### src/rtl/pipe_perf_monitor.sv
// Pipeline performance monitor: a free-running cycle counter, per-event counters with
// sticky overflow flags, and a FIFO that records the PC of every branch-hazard flush.
module pipe_perf_monitor #(
    parameter int NUM_EVENTS  = 4,
    parameter int CNT_W       = 64,
    parameter int TRACE_DEPTH = 8,
    parameter int PC_W        = 32,
    parameter int SATURATE    = 0,
    localparam int SEL_W      = $clog2(NUM_EVENTS + 1),
    localparam int TCNT_W     = $clog2(TRACE_DEPTH + 1)
) (
    input  logic                  clock,
    input  logic                  reset,
    input  logic                  enable,
    input  logic                  clear,
    input  logic [NUM_EVENTS-1:0] event_in,
    input  logic                  flush_valid,
    input  logic [PC_W-1:0]       flush_pc,
    input  logic [SEL_W-1:0]      rd_sel,
    output logic [CNT_W-1:0]      rd_data,
    output logic [NUM_EVENTS:0]   ovf,
    output logic                  trace_valid,
    output logic [PC_W-1:0]       trace_pc,
    input  logic                  trace_ready,
    output logic [TCNT_W-1:0]     trace_count,
    output logic                  trace_dropped
);

    localparam int NCNT  = NUM_EVENTS + 1;
    localparam int PTR_W = $clog2(TRACE_DEPTH);

    localparam logic [CNT_W-1:0]  CNT_ZERO  = {CNT_W{1'b0}};
    localparam logic [CNT_W-1:0]  CNT_ONE   = CNT_W'(1'b1);
    localparam logic [PTR_W-1:0]  PTR_ZERO  = {PTR_W{1'b0}};
    localparam logic [PTR_W-1:0]  PTR_ONE   = PTR_W'(1'b1);
    localparam logic [TCNT_W-1:0] TCNT_ZERO = {TCNT_W{1'b0}};
    localparam logic [TCNT_W-1:0] TCNT_ONE  = TCNT_W'(1'b1);
    localparam logic [TCNT_W-1:0] TCNT_FULL = TCNT_W'(TRACE_DEPTH);
    localparam logic [PC_W-1:0]   PC_ZERO   = {PC_W{1'b0}};

    // Index 0 is the cycle counter, index k is event channel k-1.
    logic [CNT_W-1:0]  cnt_r     [NCNT];
    logic [CNT_W-1:0]  cnt_nxt_s [NCNT];
    logic [NCNT-1:0]   inc_s;
    logic [NCNT-1:0]   ovf_r;
    logic [NCNT-1:0]   ovf_nxt_s;
    logic [CNT_W-1:0]  rd_mux_s;
    logic [CNT_W-1:0]  rd_data_r;

    logic [PC_W-1:0]   mem_r [TRACE_DEPTH];
    logic [PTR_W-1:0]  wr_ptr_r;
    logic [PTR_W-1:0]  rd_ptr_r;
    logic [TCNT_W-1:0] count_r;
    logic [TCNT_W-1:0] count_nxt_s;
    logic              valid_r;
    logic              dropped_r;
    logic              full_s;
    logic              push_s;
    logic              pop_s;
    logic              drop_s;

    assign rd_data       = rd_data_r;
    assign ovf           = ovf_r;
    assign trace_valid   = valid_r;
    assign trace_pc      = mem_r[rd_ptr_r];
    assign trace_count   = count_r;
    assign trace_dropped = dropped_r;

    // Per-counter increment request: the cycle counter always counts while enabled.
    always_comb begin
        inc_s = {event_in, 1'b1} & {NCNT{enable}};
    end

    // Next counter values and overflow flags, wrapping or saturating at all-ones.
    always_comb begin
        for (int i = 0; i < NCNT; i++) begin
            cnt_nxt_s[i] = cnt_r[i];
            ovf_nxt_s[i] = ovf_r[i];
            if (inc_s[i]) begin
                if (&cnt_r[i]) begin
                    ovf_nxt_s[i] = 1'b1;
                    if (SATURATE != 0) begin
                        cnt_nxt_s[i] = cnt_r[i];
                    end else begin
                        cnt_nxt_s[i] = CNT_ZERO;
                    end
                end else begin
                    cnt_nxt_s[i] = cnt_r[i] + CNT_ONE;
                end
            end else begin
                cnt_nxt_s[i] = cnt_r[i];
            end
        end
    end

    // Read-back mux; selects beyond the last channel read as zero.
    always_comb begin
        rd_mux_s = CNT_ZERO;
        for (int i = 0; i < NCNT; i++) begin
            rd_mux_s = (rd_sel == SEL_W'(i)) ? cnt_r[i] : rd_mux_s;
        end
    end

    // Counter and overflow state; clear wins over any increment.
    always_ff @(posedge clock or posedge reset) begin
        if (reset) begin
            for (int i = 0; i < NCNT; i++) begin
                cnt_r[i] <= CNT_ZERO;
            end
            ovf_r <= {NCNT{1'b0}};
        end else if (clear) begin
            for (int i = 0; i < NCNT; i++) begin
                cnt_r[i] <= CNT_ZERO;
            end
            ovf_r <= {NCNT{1'b0}};
        end else begin
            for (int i = 0; i < NCNT; i++) begin
                cnt_r[i] <= cnt_nxt_s[i];
            end
            ovf_r <= ovf_nxt_s;
        end
    end

    // Registered read port samples the pre-update counter value.
    always_ff @(posedge clock or posedge reset) begin
        if (reset) begin
            rd_data_r <= CNT_ZERO;
        end else begin
            rd_data_r <= rd_mux_s;
        end
    end

    // FIFO handshake: a pop frees the slot a same-cycle push on a full FIFO needs.
    always_comb begin
        full_s      = (count_r == TCNT_FULL);
        pop_s       = valid_r & trace_ready;
        push_s      = enable & flush_valid & (~full_s | pop_s);
        drop_s      = enable & flush_valid & full_s & ~pop_s;
        count_nxt_s = count_r;
        case ({push_s, pop_s})
            2'b10:   count_nxt_s = count_r + TCNT_ONE;
            2'b01:   count_nxt_s = count_r - TCNT_ONE;
            default: count_nxt_s = count_r;
        endcase
    end

    // Flush-trace FIFO storage, pointers, occupancy and drop flag.
    always_ff @(posedge clock or posedge reset) begin
        if (reset) begin
            for (int i = 0; i < TRACE_DEPTH; i++) begin
                mem_r[i] <= PC_ZERO;
            end
            wr_ptr_r  <= PTR_ZERO;
            rd_ptr_r  <= PTR_ZERO;
            count_r   <= TCNT_ZERO;
            valid_r   <= 1'b0;
            dropped_r <= 1'b0;
        end else if (clear) begin
            wr_ptr_r  <= PTR_ZERO;
            rd_ptr_r  <= PTR_ZERO;
            count_r   <= TCNT_ZERO;
            valid_r   <= 1'b0;
            dropped_r <= 1'b0;
        end else begin
            if (push_s) begin
                mem_r[wr_ptr_r] <= flush_pc;
                wr_ptr_r        <= wr_ptr_r + PTR_ONE;
            end
            if (pop_s) begin
                rd_ptr_r <= rd_ptr_r + PTR_ONE;
            end
            count_r   <= count_nxt_s;
            valid_r   <= (count_nxt_s != TCNT_ZERO);
            dropped_r <= dropped_r | drop_s;
        end
    end

endmodule

### config.mk
export PLATFORM = sky130hd
export DESIGN_NAME = pipe_perf_monitor
export DESIGN_NICKNAME = d
export VERILOG_FILES = /design/src/rtl/pipe_perf_monitor.sv
export SDC_FILE = /design/constraint.sdc
export NUM_CORES = 2
export LEC_CHECK = 0
export CORE_UTILIZATION = 60
export DETAILED_ROUTE_END_ITERATION = 10
export GPL_TIMING_DRIVEN = 0
export PLACE_DENSITY = 0.79
export SYNTH_ARGS = -nofsm -noshare
export SYNTH_HDL_FRONTEND = slang
export SYNTH_SLANG_ARGS = --single-unit
### constraint.sdc
create_clock -name clock -period 25.5 [get_ports clock]
set_input_delay 5.1 -clock clock [delete_from_list [all_inputs] [get_ports clock]]
set_output_delay 5.1 -clock clock [all_outputs]
set_load 0.02 [all_outputs]
==> key figures <==
Outcome
  – Result of the run: completed

STA
  – Worst Tran Pin Value: 1.322 ns
  – Normalized max-slew margin: 0.1104
  – Max Clock Skew: 0.01975 ns
  – RSZ-0062 raised after global routing: false
  – Final setup violation count: 0
  – Ratio of final minimum period to clock period: 0.3705
  – Final-report hold violation count: 0
  – Upper clock frequency limit: 0.1058 GHz
  – Final min period: 9.448 ns
  – Post-layout worst setup margin: 16.05 ns
  – Max-slew violation total from the final report: 0

Yosys
  – Post-synthesis sequential element count: 657
  – Gate Count Post-Synth: 2978
  – Async set-or-reset flop fraction in the synthesized netlist: 1.000
  – Most instantiated library cell after synthesis: sky130_fd_sc_hd__dfrtp_1
  – Post-synth EDFFs: 0
  – Netlist Area Pre-Place: 0.03257 mm^2
  – Syn avg cell area: 10.94 um^2
  – Synth cell count leaders: sky130_fd_sc_hd__dfrtp_1 (657), sky130_fd_sc_hd__nor2_1 (443), sky130_fd_sc_hd__mux2_2 (288)
  – Synth warn: 0
  – Post-Syn Nets: 3033
  – Cell accounting for the most synthesized area: sky130_fd_sc_hd__dfrtp_1
  – Count of cell types in the netlist: 61
  – Portion of synthesized cell area occupied by the leading cell type: 0.5048
  – Largest cells by area after synthesis: sky130_fd_sc_hd__dfrtp_1 (50%), sky130_fd_sc_hd__mux2_2 (10%), sky130_fd_sc_hd__mux4_2 (5.3%)
  – Most common flop cell mapped by yosys: sky130_fd_sc_hd__dfrtp_1
  – Portion of the post-synthesis area used by sequential elements: 0.5048

Global routing
  – GRT Util Overall: 0.3411
  – Vias in the first global route: 25270
  – Number of antenna violations at the first check in global routing: 1
  – Wire length of the first global-routing pass: 145300 um
  – Remaining global-route overflow: 0
  – Maximum number of pins on one net before global-route repair: 146

Place
  – Placed wire-length estimate: 66500 um
  – Final weighted congestion in routability-driven placement: 0.9676
  – Number of I/O port buffers: 149
  – Pre-CTS setup slack: 16.64 ns

Critical path
  – Critical Path Source Type: register
  – Data required, critical path: 20.40 ns
  – Cells on worst reg2reg path: 8
  – Worst reg2reg setup slack: 21.77 ns
  – Kind of critical path: reg -> out
  – Reg2reg end: cnt_r[136]
  – Maximum fanout encountered on the critical timing path: 10
  – Startpoint of the worst-slack reg-to-reg timing path: cnt_r[144]
  – Worst EP arrival: 4.35 ns
  – Critical path capture point type: output port

Power and ir drop
  – Share of total power consumed by net switching: 0.2520
  – Cell-internal power: 0.001875 W
  – Power per cell area: 66.77 mW/mm^2
  – Switching power: 0.0006315 W
  – VDD IR-drop max: 57.09 uV
  – Comb pwr share: 0.125
  – Leakage dissipation: 15.84 nW
  – Share of total power in sequential cells: 0.447
  – Part of the total power dissipated in the clock network: 0.428

Detailed routing
  – Drt first pass iters: 6
  – Post-route ant nets: 0
  – DR iter-0 viols: 2747
  – Routed wire length: 93000 um
  – Via total after detailed routing: 25240
  – DRC: 0
  – Mean number of vias per cell: 6.375
  – Routed wire length per instance: 23.49 um

Clocking
  – Hold Buf Count CTS: 0
  – Maximum level of the CTS H-tree: 3
  – TritonCTS clock tree: built
  – Count of instances resized after the clock tree is built: 0
  – Post-CTS setup repair buffer count: 0
  – Clock buffers created by TritonCTS: 71
  – Clock buffer depth: 3
  – Clock tree root buffer cell: sky130_fd_sc_hd__clkbuf_16
  – Clock transition at path regs: 0.06 ns
  – Sinks on the clock net: 657
  – Later-pin clock latency in the skew report: 0.63 ns

Cells and area
  – Relative area change from synthesis to final layout: 15.26%
  – Final net count: 3260
  – Fill cells: 3792
  – Final Util: 0.6989
  – Fraction of layout cells with a size suffix above 1: 0.1619

Worst hold path
  – Count of cells along the worst hold path: 1
  – Capture endpoint of the worst hold path: mem_r[234]
  – Hold Crit Start: mem_r[234]
  – Worst hold path class: reg -> reg

Die
  – Die Wd: 235.0 um
  – Number of cell rows: 85
  – Initial standard-cell utilization of the core: 0.6064
  – I/O pin cnt: 152
  – Die footprint: 0.05522 mm^2
  – Die H: 235.0 um
  – Core area: 0.05371 mm^2

Flow run
  – Max_cap viols: 0
-- routing by layer --
layer / vias to the layer above / GRT usage / share of wire
met3: 279 / 0.05322 / 0.070
met1: 12710 / 0.4538 / 0.40
met4: 0 / 0.1790 / 0.056
li1: 11070 / - / -
met2: 1181 / 0.5448 / 0.47
met5: - / 0 / 0
-- through the flow --
step | std cells | total power [W] | hold slack, ns | setup TNS, ns | cell area [um^2]
global route | 3959 | 0.002584 | 0.5151 | 0 | 37540
floorplan | 2978 | 0.001332 | 0.4739 | 0 | 32570
finish | 3959 | 0.002506 | 0.5015 | 0 | 37540
CTS | 3958 | 0.002520 | 0.5032 | 0 | 37530
detailed placement | 3828 | 0.001452 | 0.4891 | 0 | 35080
global placement | 3823 | 0.001436 | 0.4806 | -2752.25 | 34930
-- flip-flops by register name (all words and copies together) (netlist names) --
name,count
cnt_r,320
mem_r,256
ovf,5
rd_data,64
rd_ptr_r,3
trace_count,4
trace_dropped,1
trace_valid,1
wr_ptr_r,3
-- cell usage in the layout, fill, tap and decap left out, types with 6 or more instances in the layout --
| cell type | synthesis | layout |
|---|---|---|
| sky130_fd_sc_hd__dfrtp_1 | 657 | 657 |
| sky130_fd_sc_hd__nor2_1 | 443 | 443 |
| sky130_fd_sc_hd__mux2_2 | 288 | 288 |
| sky130_fd_sc_hd__nand2_1 | 170 | 170 |
| sky130_fd_sc_hd__xnor2_1 | 155 | 155 |
| sky130_fd_sc_hd__clkdlybuf4s50_1 | 0 | 149 |
| sky130_fd_sc_hd__xor2_1 | 142 | 142 |
| sky130_fd_sc_hd__nand3_1 | 138 | 138 |
| sky130_fd_sc_hd__clkbuf_1 | 102 | 110 |
| sky130_fd_sc_hd__nand4_1 | 102 | 102 |
| sky130_fd_sc_hd__nor3_1 | 82 | 82 |
| sky130_fd_sc_hd__mux4_2 | 77 | 77 |
| sky130_fd_sc_hd__clkbuf_16 | 0 | 72 |
| sky130_fd_sc_hd__a21oi_1 | 70 | 70 |
| sky130_fd_sc_hd__mux2i_1 | 53 | 53 |
| sky130_fd_sc_hd__o22ai_1 | 52 | 52 |
| sky130_fd_sc_hd__a22oi_1 | 52 | 52 |
| sky130_fd_sc_hd__inv_1 | 52 | 51 |
| sky130_fd_sc_hd__nor4_1 | 50 | 49 |
| sky130_fd_sc_hd__and3_1 | 45 | 45 |
| sky130_fd_sc_hd__buf_1 | 39 | 39 |
| sky130_fd_sc_hd__and4_1 | 28 | 28 |
| sky130_fd_sc_hd__o21ai_0 | 26 | 26 |
| sky130_fd_sc_hd__or3_1 | 19 | 19 |
| sky130_fd_sc_hd__clkbuf_8 | 0 | 16 |
| sky130_fd_sc_hd__or4_1 | 15 | 15 |
| sky130_fd_sc_hd__clkinv_2 | 0 | 15 |
| sky130_fd_sc_hd__or2_2 | 11 | 11 |
| sky130_fd_sc_hd__ha_1 | 10 | 10 |
| sky130_fd_sc_hd__and2_1 | 8 | 8 |
| sky130_fd_sc_hd__o31ai_1 | 8 | 8 |
| sky130_fd_sc_hd__nor2b_1 | 8 | 8 |
| sky130_fd_sc_hd__buf_2 | 7 | 7 |
| sky130_fd_sc_hd__buf_6 | 7 | 7 |
| sky130_fd_sc_hd__clkinvlp_4 | 0 | 7 |
| sky130_fd_sc_hd__bufinv_16 | 0 | 6 |
-- power by group through the flow --
stage / Clock, W / Sequential (W) / Combinational [W]
2_1_floorplan: 0 / 0.00113 / 0.000201
3_3_place_gp: 0 / 0.00113 / 0.000302
3_5_place_dp: 0 / 0.00114 / 0.000314
4_1_cts: 0.00108 / 0.00112 / 0.000317
5_1_grt: 0.00113 / 0.00112 / 0.000334
6_report: 0.00107 / 0.00112 / 0.000314
-- how the worst max path moves through the flow --
stage / startpoint / end / cells past startpoint
4_1_cts: rd_ptr_r[0] / trace_pc[29] / 6
5_1_grt: rd_ptr_r[0] / trace_pc[29] / 6
3_5_place_dp: rd_ptr_r[0] / trace_pc[29] / 6
3_3_place_gp: reset / cnt_r[44] / 2
2_1_floorplan: reset / cnt_r[0] / 1
6_report: rd_ptr_r[0] / trace_pc[29] / 6
-- cell families (layout without fill, tap and decap cells) --
| group | Yosys count | in the layout | share of synthesized area |
|---|---|---|---|
| AO/OA/AOI/OAI | 241 | 241 | 0.04718 |
| AND/OR/NAND/NOR | 1147 | 1147 | 0.1693 |
| adder cells (fa/ha/maj) | 10 | 10 | 0.003842 |
| other | 0 | 1 | 0 |
| buffers and inverters | 208 | 492 | 0.02586 |
| XOR/XNOR | 297 | 297 | 0.07987 |
| multiplexers | 418 | 418 | 0.1691 |
| flip-flops | 657 | 657 | 0.5048 |
-- worst max-delay path: stages, from the launching register on --
cell and delay [ns]:
sky130_fd_sc_hd__dfrtp_1 0.41, sky130_fd_sc_hd__clkbuf_1 0.56, sky130_fd_sc_hd__buf_1 0.75, sky130_fd_sc_hd__clkbuf_1 0.72, sky130_fd_sc_hd__mux4_2 0.43, sky130_fd_sc_hd__mux2_2 0.30
sky130_fd_sc_hd__clkdlybuf4s50_1 0.54
-- area by class of cell --
class                   count  area (um^2)  share of cell area
clock buffers              96         2052             0.05467
clock inverters            34        394.1             0.01050
plain buffers             155        643.1             0.01713
diodes                      1        2.502          0.00006667
flip-flops and latches    657        16440              0.4380
well taps                 696        870.8             0.02320
multi-input cells        2113        15300              0.4075
repair buffers            154         1629             0.04340
inverters                  53        206.4            0.005500
(Power assumes the default switching activity.)
